[config.mk]
export PLATFORM = sky130hd
export DESIGN_NAME = gpio_pattern_sequencer
export DESIGN_NICKNAME = d
export VERILOG_FILES = /design/src/rtl/gpio_pattern_sequencer.sv
export SDC_FILE = /design/constraint.sdc
export NUM_CORES = 1
export LEC_CHECK = 0
export ABC_CLOCK_PERIOD_IN_PS = 9850
export CAP_MARGIN = 25
export CORE_AREA = 5 5 161 163
export CTS_CLUSTER_DIAMETER = 40
export DETAILED_ROUTE_END_ITERATION = 8
export DIE_AREA = 0 0 166 168
export SETUP_SLACK_MARGIN = 0.05
export SYNTH_ARGS = -nofsm -noshare
export SYNTH_HDL_FRONTEND = slang
export SYNTH_SLANG_ARGS = --single-unit
[constraint.sdc]
create_clock -name clk -period 9.85 [get_ports clk]
set_input_delay 1.97 -clock clk [delete_from_list [all_inputs] [get_ports clk]]
set_output_delay 1.97 -clock clk [all_outputs]
set_load 0.01 [all_outputs]
[src/rtl/gpio_pattern_sequencer.sv]
// One-hot GPIO pin sequencer: walks a single high pin across the pad bus with a
// programmable per-pin dwell, in forward, reverse, wrapping or ping-pong order.
module gpio_pattern_sequencer #(
   parameter int NUM_PINS       = 34,
   parameter int PRESCALE_W     = 14,
   parameter int TICKS_PER_UNIT = 10000
) (
   input  logic                        clk,
   input  logic                        rst,
   input  logic                        en,
   input  logic                        start,
   input  logic                        stop,
   input  logic [1:0]                  mode,
   input  logic [PRESCALE_W-1:0]       prescaler,
   output logic [NUM_PINS-1:0]         gpio_out,
   output logic [NUM_PINS-1:0]         gpio_oeb,
   output logic                        done,
   output logic                        busy,
   output logic [$clog2(NUM_PINS)-1:0] cur_pin
);

   localparam int IW = $clog2(NUM_PINS);
   localparam int DW = PRESCALE_W + $clog2(TICKS_PER_UNIT) + 1;
   localparam logic [IW-1:0]       LAST = IW'(NUM_PINS - 1);
   localparam logic [NUM_PINS-1:0] PIN0 = NUM_PINS'(1);

   typedef enum logic {IDLE, RUN} state_t;
   typedef enum logic [1:0] {
      MODE_FWD  = 2'b00,
      MODE_REV  = 2'b01,
      MODE_WRAP = 2'b10,
      MODE_PING = 2'b11
   } mode_t;

   state_t                  state;
   mode_t                   run_mode;
   logic [IW-1:0]           idx;
   logic                    dir_up;
   logic [DW-1:0]           tick_cnt;
   logic [DW-1:0]           dwell_last;
   logic                    start_q;

   logic [PRESCALE_W-1:0]   presc_eff;
   logic [DW-1:0]           dwell_new;
   logic [IW-1:0]           launch_idx;
   logic [IW-1:0]           step_idx;
   logic                    step_dir;
   logic                    step_pass;
   logic                    step_finish;

   assign gpio_oeb = en ? '0 : '1;
   assign cur_pin  = idx;

   // Dwell length and first pin for a run launched this cycle.
   always_comb begin
      presc_eff  = (prescaler == '0) ? PRESCALE_W'(1) : prescaler;
      dwell_new  = DW'(presc_eff) * DW'(TICKS_PER_UNIT);
      launch_idx = (mode == 2'b01) ? LAST : '0;
   end

   // Where the index goes when the current pin's dwell expires.
   always_comb begin
      step_idx    = idx;
      step_dir    = dir_up;
      step_pass   = 1'b0;
      step_finish = 1'b0;
      case (run_mode)
         MODE_FWD: begin
            if (idx == LAST) step_finish = 1'b1;
            else             step_idx    = idx + 1'b1;
         end
         MODE_REV: begin
            if (idx == '0) step_finish = 1'b1;
            else           step_idx    = idx - 1'b1;
         end
         MODE_WRAP: begin
            if (idx == LAST) begin
               step_idx  = '0;
               step_pass = 1'b1;
            end else begin
               step_idx  = idx + 1'b1;
            end
         end
         MODE_PING: begin
            if (dir_up) step_idx = (idx == LAST) ? LAST - 1'b1 : idx + 1'b1;
            else        step_idx = idx - 1'b1;
            // Landing on pin 0 ends a pass; this also covers NUM_PINS == 2.
            if (step_idx == '0) begin
               step_dir  = 1'b1;
               step_pass = 1'b1;
            end else if (dir_up && idx == LAST) begin
               step_dir  = 1'b0;
            end
         end
         default: step_finish = 1'b1;
      endcase
   end

   // Control FSM; every output register is loaded with its next-cycle value.
   always_ff @(posedge clk) begin
      if (rst) begin
         state      <= IDLE;
         run_mode   <= MODE_FWD;
         idx        <= '0;
         dir_up     <= 1'b1;
         tick_cnt   <= '0;
         dwell_last <= '0;
         start_q    <= 1'b0;
         done       <= 1'b0;
         busy       <= 1'b0;
         gpio_out   <= '0;
      end else begin
         start_q <= start;
         done    <= 1'b0;
         if (stop || !en) begin
            state    <= IDLE;
            idx      <= '0;
            tick_cnt <= '0;
            busy     <= 1'b0;
            gpio_out <= '0;
         end else begin
            case (state)
               IDLE: begin
                  if (start && !start_q) begin
                     state      <= RUN;
                     run_mode   <= mode_t'(mode);
                     dwell_last <= dwell_new - 1'b1;
                     idx        <= launch_idx;
                     dir_up     <= 1'b1;
                     tick_cnt   <= '0;
                     busy       <= 1'b1;
                     gpio_out   <= PIN0 << launch_idx;
                  end
               end
               RUN: begin
                  if (tick_cnt == dwell_last) begin
                     tick_cnt <= '0;
                     if (step_finish) begin
                        state    <= IDLE;
                        idx      <= '0;
                        busy     <= 1'b0;
                        gpio_out <= '0;
                        done     <= 1'b1;
                     end else begin
                        idx      <= step_idx;
                        dir_up   <= step_dir;
                        gpio_out <= PIN0 << step_idx;
                        done     <= step_pass;
                     end
                  end else begin
                     tick_cnt <= tick_cnt + 1'b1;
                  end
               end
               default: state <= IDLE;
            endcase
         end
      end
   end

endmodule

==> results of run 1 <==
-- registers in the layout, summed over array words and instances, names as in the netlist --
register / count
start_q: 1
run_mode: 2
dir_up: 1
done: 1
gpio_out: 34
busy: 1
dwell_last: 26
tick_cnt: 29
cur_pin: 6
state: 1
-- worst min-delay path, delay by kind of cell, from the launching register on --
family | cells | cell delay [ns]
flops | 1 | 0.32
simple gates | 1 | 0.05
compound gates | 1 | 0.05
-- layer usage --
| metal | vias to the layer above | routed length, µm | GRT usage |
|---|---|---|---|
| met5 | - | 0 | 0 |
| met4 | 0 | 136 | 0.02296 |
| met3 | 13 | 1039 | 0.02720 |
| met2 | 161 | 8815 | 0.2264 |
| met1 | 3356 | 10280 | 0.2116 |
| li1 | 3637 | - | - |
-- cell usage after synthesis (3+ instances only) --
master / instances
a22oi_1: 17
nor2_1: 113
or3_1: 9
mux2i_1: 5
a32o_1: 3
nand3b_1: 4
nand2b_1: 4
o211ai_1: 6
a311oi_1: 5
nor4_1: 15
ha_1: 81
nand4_1: 11
xnor2_1: 35
nor2b_1: 7
clkbuf_1: 46
o22ai_1: 5
inv_1: 86
or4_1: 4
nor3b_1: 11
nor3_1: 22
xor2_1: 23
a21o_1: 6
and3_1: 19
a22o_1: 10
a32oi_1: 6
o21ai_1: 3
a21oi_1: 68
and4_1: 3
o21ai_0: 50
nand2_1: 69
fa_1: 27
a211oi_1: 17
and2_1: 9
a31oi_1: 9
nand3_1: 20
a31o_2: 5
nand4b_1: 3
buf_4: 34
dfxtp_1: 102
or2_2: 6
-- path summary, 6_finish.rpt --
check,from,to,slack [ns],cells after the start
worst max-delay path,prescaler[12],dwell_last[27],0.97,26
worst min register to register,gpio_out[33],gpio_out[33],0.46,2
worst max register to register,tick_cnt[17],dir_up,6.13,11
worst min-delay path,gpio_out[33],gpio_out[33],0.46,2
-- cell families after synthesis --
group                    synth area share
AO/OA/AOI/OAI                      0.1909
XOR/XNOR                          0.06092
adder cells (fa/ha/maj)            0.1864
buffers and inverters             0.09544
flip-flops                         0.2449
multiplexers                     0.006003
AND/OR/NAND/NOR                    0.2155
-- power breakdown --
part	leakage, nW	switching (mW)	total, mW	internal [mW]
Clock	0.155	0.176	0.381	0.205
Sequential	0.824	0.00717	0.427	0.420
Combinational	2.80	0.598	1.02	0.426
Total	3.78	0.781	1.83	1.05
-- metrics by stage --
stage               instance area (µm²)  power (mW)  hold slack [ns]
floorplan                          8338       1.279           0.4436
global placement                   9278       1.456           0.4427
detailed placement                 9278       1.464           0.4481
CTS                                9604       1.853           0.4599
global route                       9604       2.014           0.4959
finish                             9604       1.833           0.4633
-- area by class of cell --
| class | count | area, µm² | area share |
|---|---|---|---|
| inverter | 87 | 326.6 | 0.03400 |
| timing repair buffer | 101 | 998.5 | 0.1040 |
| tap | 324 | 405.4 | 0.04221 |
| sequential | 102 | 2042 | 0.2126 |
| multi-input combinational | 753 | 5505 | 0.5732 |
| clock buffer | 9 | 225.2 | 0.02345 |
| clock inverter | 7 | 101.3 | 0.01055 |
==> results.md, run 1 <==
* Status: finished, final reports clean
* Die Span X at approximately 170 µm
* CP Buf/Inv Count at 6
* Total vias in the final route at 7167
* Cell mode on critical path: inv_1
* RePlAce Congestion at 0.8618
* Clock Latency Late Sink at approximately 0.36 ns
* Largest net degree at the start of global routing at 65
* Final worst path period share at 0.9011
* Final Max Slew Viols at 0
* # setup viols final at 0
* Mapped Area at 0.008338 mm²
* Die ar. at about 0.028 mm²
* Leakage at 3.776 nW
* Clock Skews at 0.01130 ns
* Relative slew slack at 0.3321
* I/O Pins at just under 100
* Most frequent cells in the layout: nor2_1 (113), dfxtp_1 (102), clkdlybuf4s50_1 (96)
* Vias/cell at 5.182
* Critical-path maximum fanout at 8
* # port buffers at 96
* ANT cells at 0
* Peak VDD IR at around 0.15 mV
* Post-route DRC at 0
* Final design utilization at 0.3972
* Post-synthesis async set-or-reset flop share at 0
* Starting Density at 0.3449
* Crit-path max cell delay at about 0.75 ns
* GR Overflow Total at 0
* Post-synth top area share at 0.2449
* Die Y-Extent at 168 µm
* Setup crit start kind: input port
* Cell count after placement at 1367
* Number of flops mapped to enable cells by yosys at 0
* CTS tree: built
* Clock tree buffer depth at 2
* Largest delay share family, worst path: simple AND/OR/NAND/NOR gates
* Main synth FF type: dfxtp_1
* Final Critical Period at just under 9 ns
* Dpl ws at roughly 0.58 ns
* Post-DP HPWL at 15.65 mm
* Max-Cap Viols at 0
* Worst Hold Class: register to register
* First-pass GRT wire length at 34.60 mm
* Synthesized instance count at 1028
* FP Rows at 57
* Setup repair bufs after CTS at 0
* CP max stage cell: nor4_1
* Vias in the first global route at 6764
* Fin. Hold Viols at 0
* Max Freq at approximately 110 MHz
* CTS buffer count at 9
* Most common cell after layout, fill and taps aside: nor2_1
* CP Data Arrival Time at 9.15 ns
* Tot GR Track Use at 0.1447
* Hold Buf Count CTS at 0
* Count of different cell masters after synthesis at 80
* Area leader, netlist: dfxtp_1
* P per Cell Area at 190.8 mW/mm²
* Core area at between 0.02 and 0.025 mm²
* Top post-synthesis cells by area: dfxtp_1 (24%), ha_1 (12%), fa_1 (6.5%)
* Syn_nets at roughly 1.2k
* Measured slew at the worst slew-check pin at ~1 ns
* Post-Syn Area per Cell at 8.111 µm²
* Iter 0 DRT Violations at 510
* Final WL at around 20 mm
* Routed len/inst at around 15 µm
* Clock transition at path regs at roughly 0.08 ns
* Ys Warns at 0
* Layout cells sized above 1 at 0.05382
* Final Non-Filler Cells at 1383
* P&R area growth vs syn at 15.19%
* CP Class: input port to register
* RSZ-0062 raised after global routing: false
* Setup TNS at 0 ns
* Worst EP required at 10.12 ns
* Setup ws final at 0.9737 ns
* CTS HTree Levels at 3
* Yosys reg bits at 102
* Nets at 1183
* Critical path endpoint category: register
* Post-route ant nets at 0
* Fill count at 2415
* Clock sinks at 102
* Clock Root Buffer: clkbuf_16
* First drt pass iteration count at 5
* Resized Gates After CTS at 0
* Seq/Total Area, Yosys at 0.2449
* Initial antenna violation count at 0
(Power assumes the default switching activity.)
==> run 2, diff against run 1 <==
--- a/config.mk
+++ b/config.mk
@@ -5,12 +5,12 @@
 export SDC_FILE = /design/constraint.sdc
 export NUM_CORES = 1
 export LEC_CHECK = 0
-export ABC_CLOCK_PERIOD_IN_PS = 9850
 export CAP_MARGIN = 25
 export CORE_AREA = 5 5 161 163
 export CTS_CLUSTER_DIAMETER = 40
 export DETAILED_ROUTE_END_ITERATION = 8
 export DIE_AREA = 0 0 166 168
+export HOLD_SLACK_MARGIN = 0.06
 export SETUP_SLACK_MARGIN = 0.05
 export SYNTH_ARGS = -nofsm -noshare
 export SYNTH_HDL_FRONTEND = slang
==> results of run 2 <==
The final DEF is identical to that of run 1; final timing and power are the same.
==> run 3, diff against run 2 <==
--- a/config.mk
+++ b/config.mk
@@ -12,6 +12,7 @@
 export DIE_AREA = 0 0 166 168
 export HOLD_SLACK_MARGIN = 0.06
 export SETUP_SLACK_MARGIN = 0.05
+export SLEW_MARGIN = 20
 export SYNTH_ARGS = -nofsm -noshare
 export SYNTH_HDL_FRONTEND = slang
 export SYNTH_SLANG_ARGS = --single-unit
==> constraint.sdc (replaced) <==
create_clock -name clk -period 11.1 [get_ports clk]
set_input_delay 2.22 -clock clk [delete_from_list [all_inputs] [get_ports clk]]
set_output_delay 2.22 -clock clk [all_outputs]
set_load 0.01 [all_outputs]
==> results.md, run 3 (synthesis results as in run 1) <==
* Status: finished, final reports clean
* Final worst path period share at 0.8239
* Clock sinks at 102
* Most frequent cells in the layout: nor2_1 (113), dfxtp_1 (102), clkdlybuf4s50_1 (96)
* Setup repair bufs after CTS at 0
* Clock Root Buffer: clkbuf_16
* Clock share of power at 0.203
* Switching share of power at 0.4380
* Top flop regs: gpio_out: 34 flops, tick_cnt: 29 flops, dwell_last: 26 flops
* Critical-path maximum fanout at 8
* Post-DP Area at 0.009270 mm²
* CTS buffer count at 9
* GR Overflow Total at 0
* Final WL at about 20 mm
* Post-DP HPWL at 15.64 mm
* NetSw at 0.7050 mW
* Max-Cap Viols at 0
* Measured slew at the worst slew-check pin at 1.012 ns
* Total vias in the final route at 7156
* Fin. Hold Viols at 0
* Peak VDD IR at 0.08477 mV
* Sequential Power Share at 0.235
* Final Total Pwr at 1.610 mW
* RePlAce Congestion at 0.8588
* CP Buf/Inv Count at 6
* Max Freq at 109.3 MHz
* Setup TNS at 0 ns
* Starting Density at 0.3449
* Vias in the first global route at slightly below 7k
* CP Data Arrival Time at about 9.4 ns
* Int Pwr at 0.9047 mW
* # setup viols final at 0
* Reg area at around 0.0020 mm²
* P&R area growth vs syn at 14.92%
* CTS tree: built
* Iter 0 DRT Violations at 400
* Critical path endpoint category: register
* Die Span X at 166 µm
* Multi-input logic area at 0.005505 mm²
* Largest delay share family, worst path: simple AND/OR/NAND/NOR gates
* Cell mode on critical path: inv_1
* RSZ-0062 raised after global routing: false
* Layout cells sized above 1 at 0.05293
* CTS HTree Levels at 3
* Worst Hold Class: register to register
* Tot GR Track Use at 0.1425
* Biggest register: gpio_out
* Crit-path max cell delay at 0.79 ns
* Die Y-Extent at 168 µm
* Setup crit start kind: input port
* FP Rows at 57
* Most common cell after layout, fill and taps aside: nor2_1
* Clock Latency Late Sink at 0.36 ns
* CP Class: input port to register
* Relative slew slack at 0.3255
* Fill count at 2476
* I/O Pins at 97
* Post-Layout Inst Area at around 0.0096 mm²
* First drt pass iteration count at 5
* CP max stage cell: nor4_1
* Resized Gates After CTS at 0
* Leakage at 3.767 nW
* Clock Skews at 0.01811 ns
* Post-route ant nets at 0
* ANT cells at 0
* Initial antenna violation count at 0
* Clock transition at path regs at 0.09 ns
* Logic pwr share at 0.562
* Worst EP required at 11.37 ns
* Die ar. at 0.02789 mm²
* Post-route DRC at 0
* Final Max Slew Viols at 0
* Clock tree buffer depth at 2
* Routed len/inst at ~15 µm
* Core area at 0.02418 mm²
* Largest net degree at the start of global routing at 65
* Hold Buf Count CTS at 0
* P per Cell Area at 168.0 mW/mm²
* Final Critical Period at 9.146 ns
* First-pass GRT wire length at roughly 34 mm
* Max reg flops at 34
* Vias/cell at 5.178
* # port buffers at 96
* Nets at 1182
## run 3: cell types whose count changed in the layout (fill, tap and decap cells not counted)
| cell | delta |
|---|---|
| buf_4 | -1 |
| bufinv_16 | -1 |
| clkinv_4 | +1 |
| clkinvlp_4 | -1 |
| inv_12 | +1 |
| inv_6 | +1 |
| inv_8 | -1 |
## run 3: final timing paths
check                start        endpoint  slack [ns]  cells after the start
max          prescaler[11]  dwell_last[27]        1.95                     26
min           gpio_out[33]    gpio_out[33]        0.47                      2
max reg2reg   tick_cnt[17]    gpio_out[22]        7.35                     10
min reg2reg   gpio_out[33]    gpio_out[33]        0.47                      2
## run 3: power groups by stage
stage / registers [mW] / logic [mW] / clock network (mW)
floorplan: 0.385 / 0.750 / 0
global placement: 0.387 / 0.901 / 0
detailed placement: 0.387 / 0.907 / 0
CTS: 0.379 / 0.914 / 0.335
global route: 0.380 / 1.03 / 0.347
finish: 0.379 / 0.904 / 0.327
## run 3: metrics by stage
| stage | worst slack, ns | util | hold WS [ns] | instances |
|---|---|---|---|---|
| CTS | 1.935 | 0.3963 | 0.4661 | 1382 |
| detailed placement | 1.574 | 0.3834 | 0.4531 | 1366 |
| global route | 1.310 | 0.3963 | 0.4869 | 1382 |
| floorplan | 2.854 | - | 0.4436 | 1028 |
| global placement | 1.840 | 0.3834 | 0.4424 | 1366 |
| finish | 1.954 | 0.3963 | 0.4651 | 1382 |
## run 3: metal layers
metal / routed length, µm / track usage
met1: 10270 / 0.2078
met2: 8656 / 0.2216
met3: 1035 / 0.02837
met4: 181 / 0.02475
met5: 0 / 0
## run 3: layout make-up
class / count / share of cell area
tap: 324 / 0.04231
clock inverter: 7 / 0.009010
timing repair buffer: 100 / 0.1034
sequential: 102 / 0.2131
multi-input combinational: 753 / 0.5746
clock buffer: 9 / 0.02350
inverter: 87 / 0.03408
## run 3: worst min-delay path: cells and delay by family (launching register included)
kind	cells	cell delay, ns
AO/OA/AOI/OAI	1	0.05
flip-flops	1	0.32
AND/OR/NAND/NOR	1	0.05
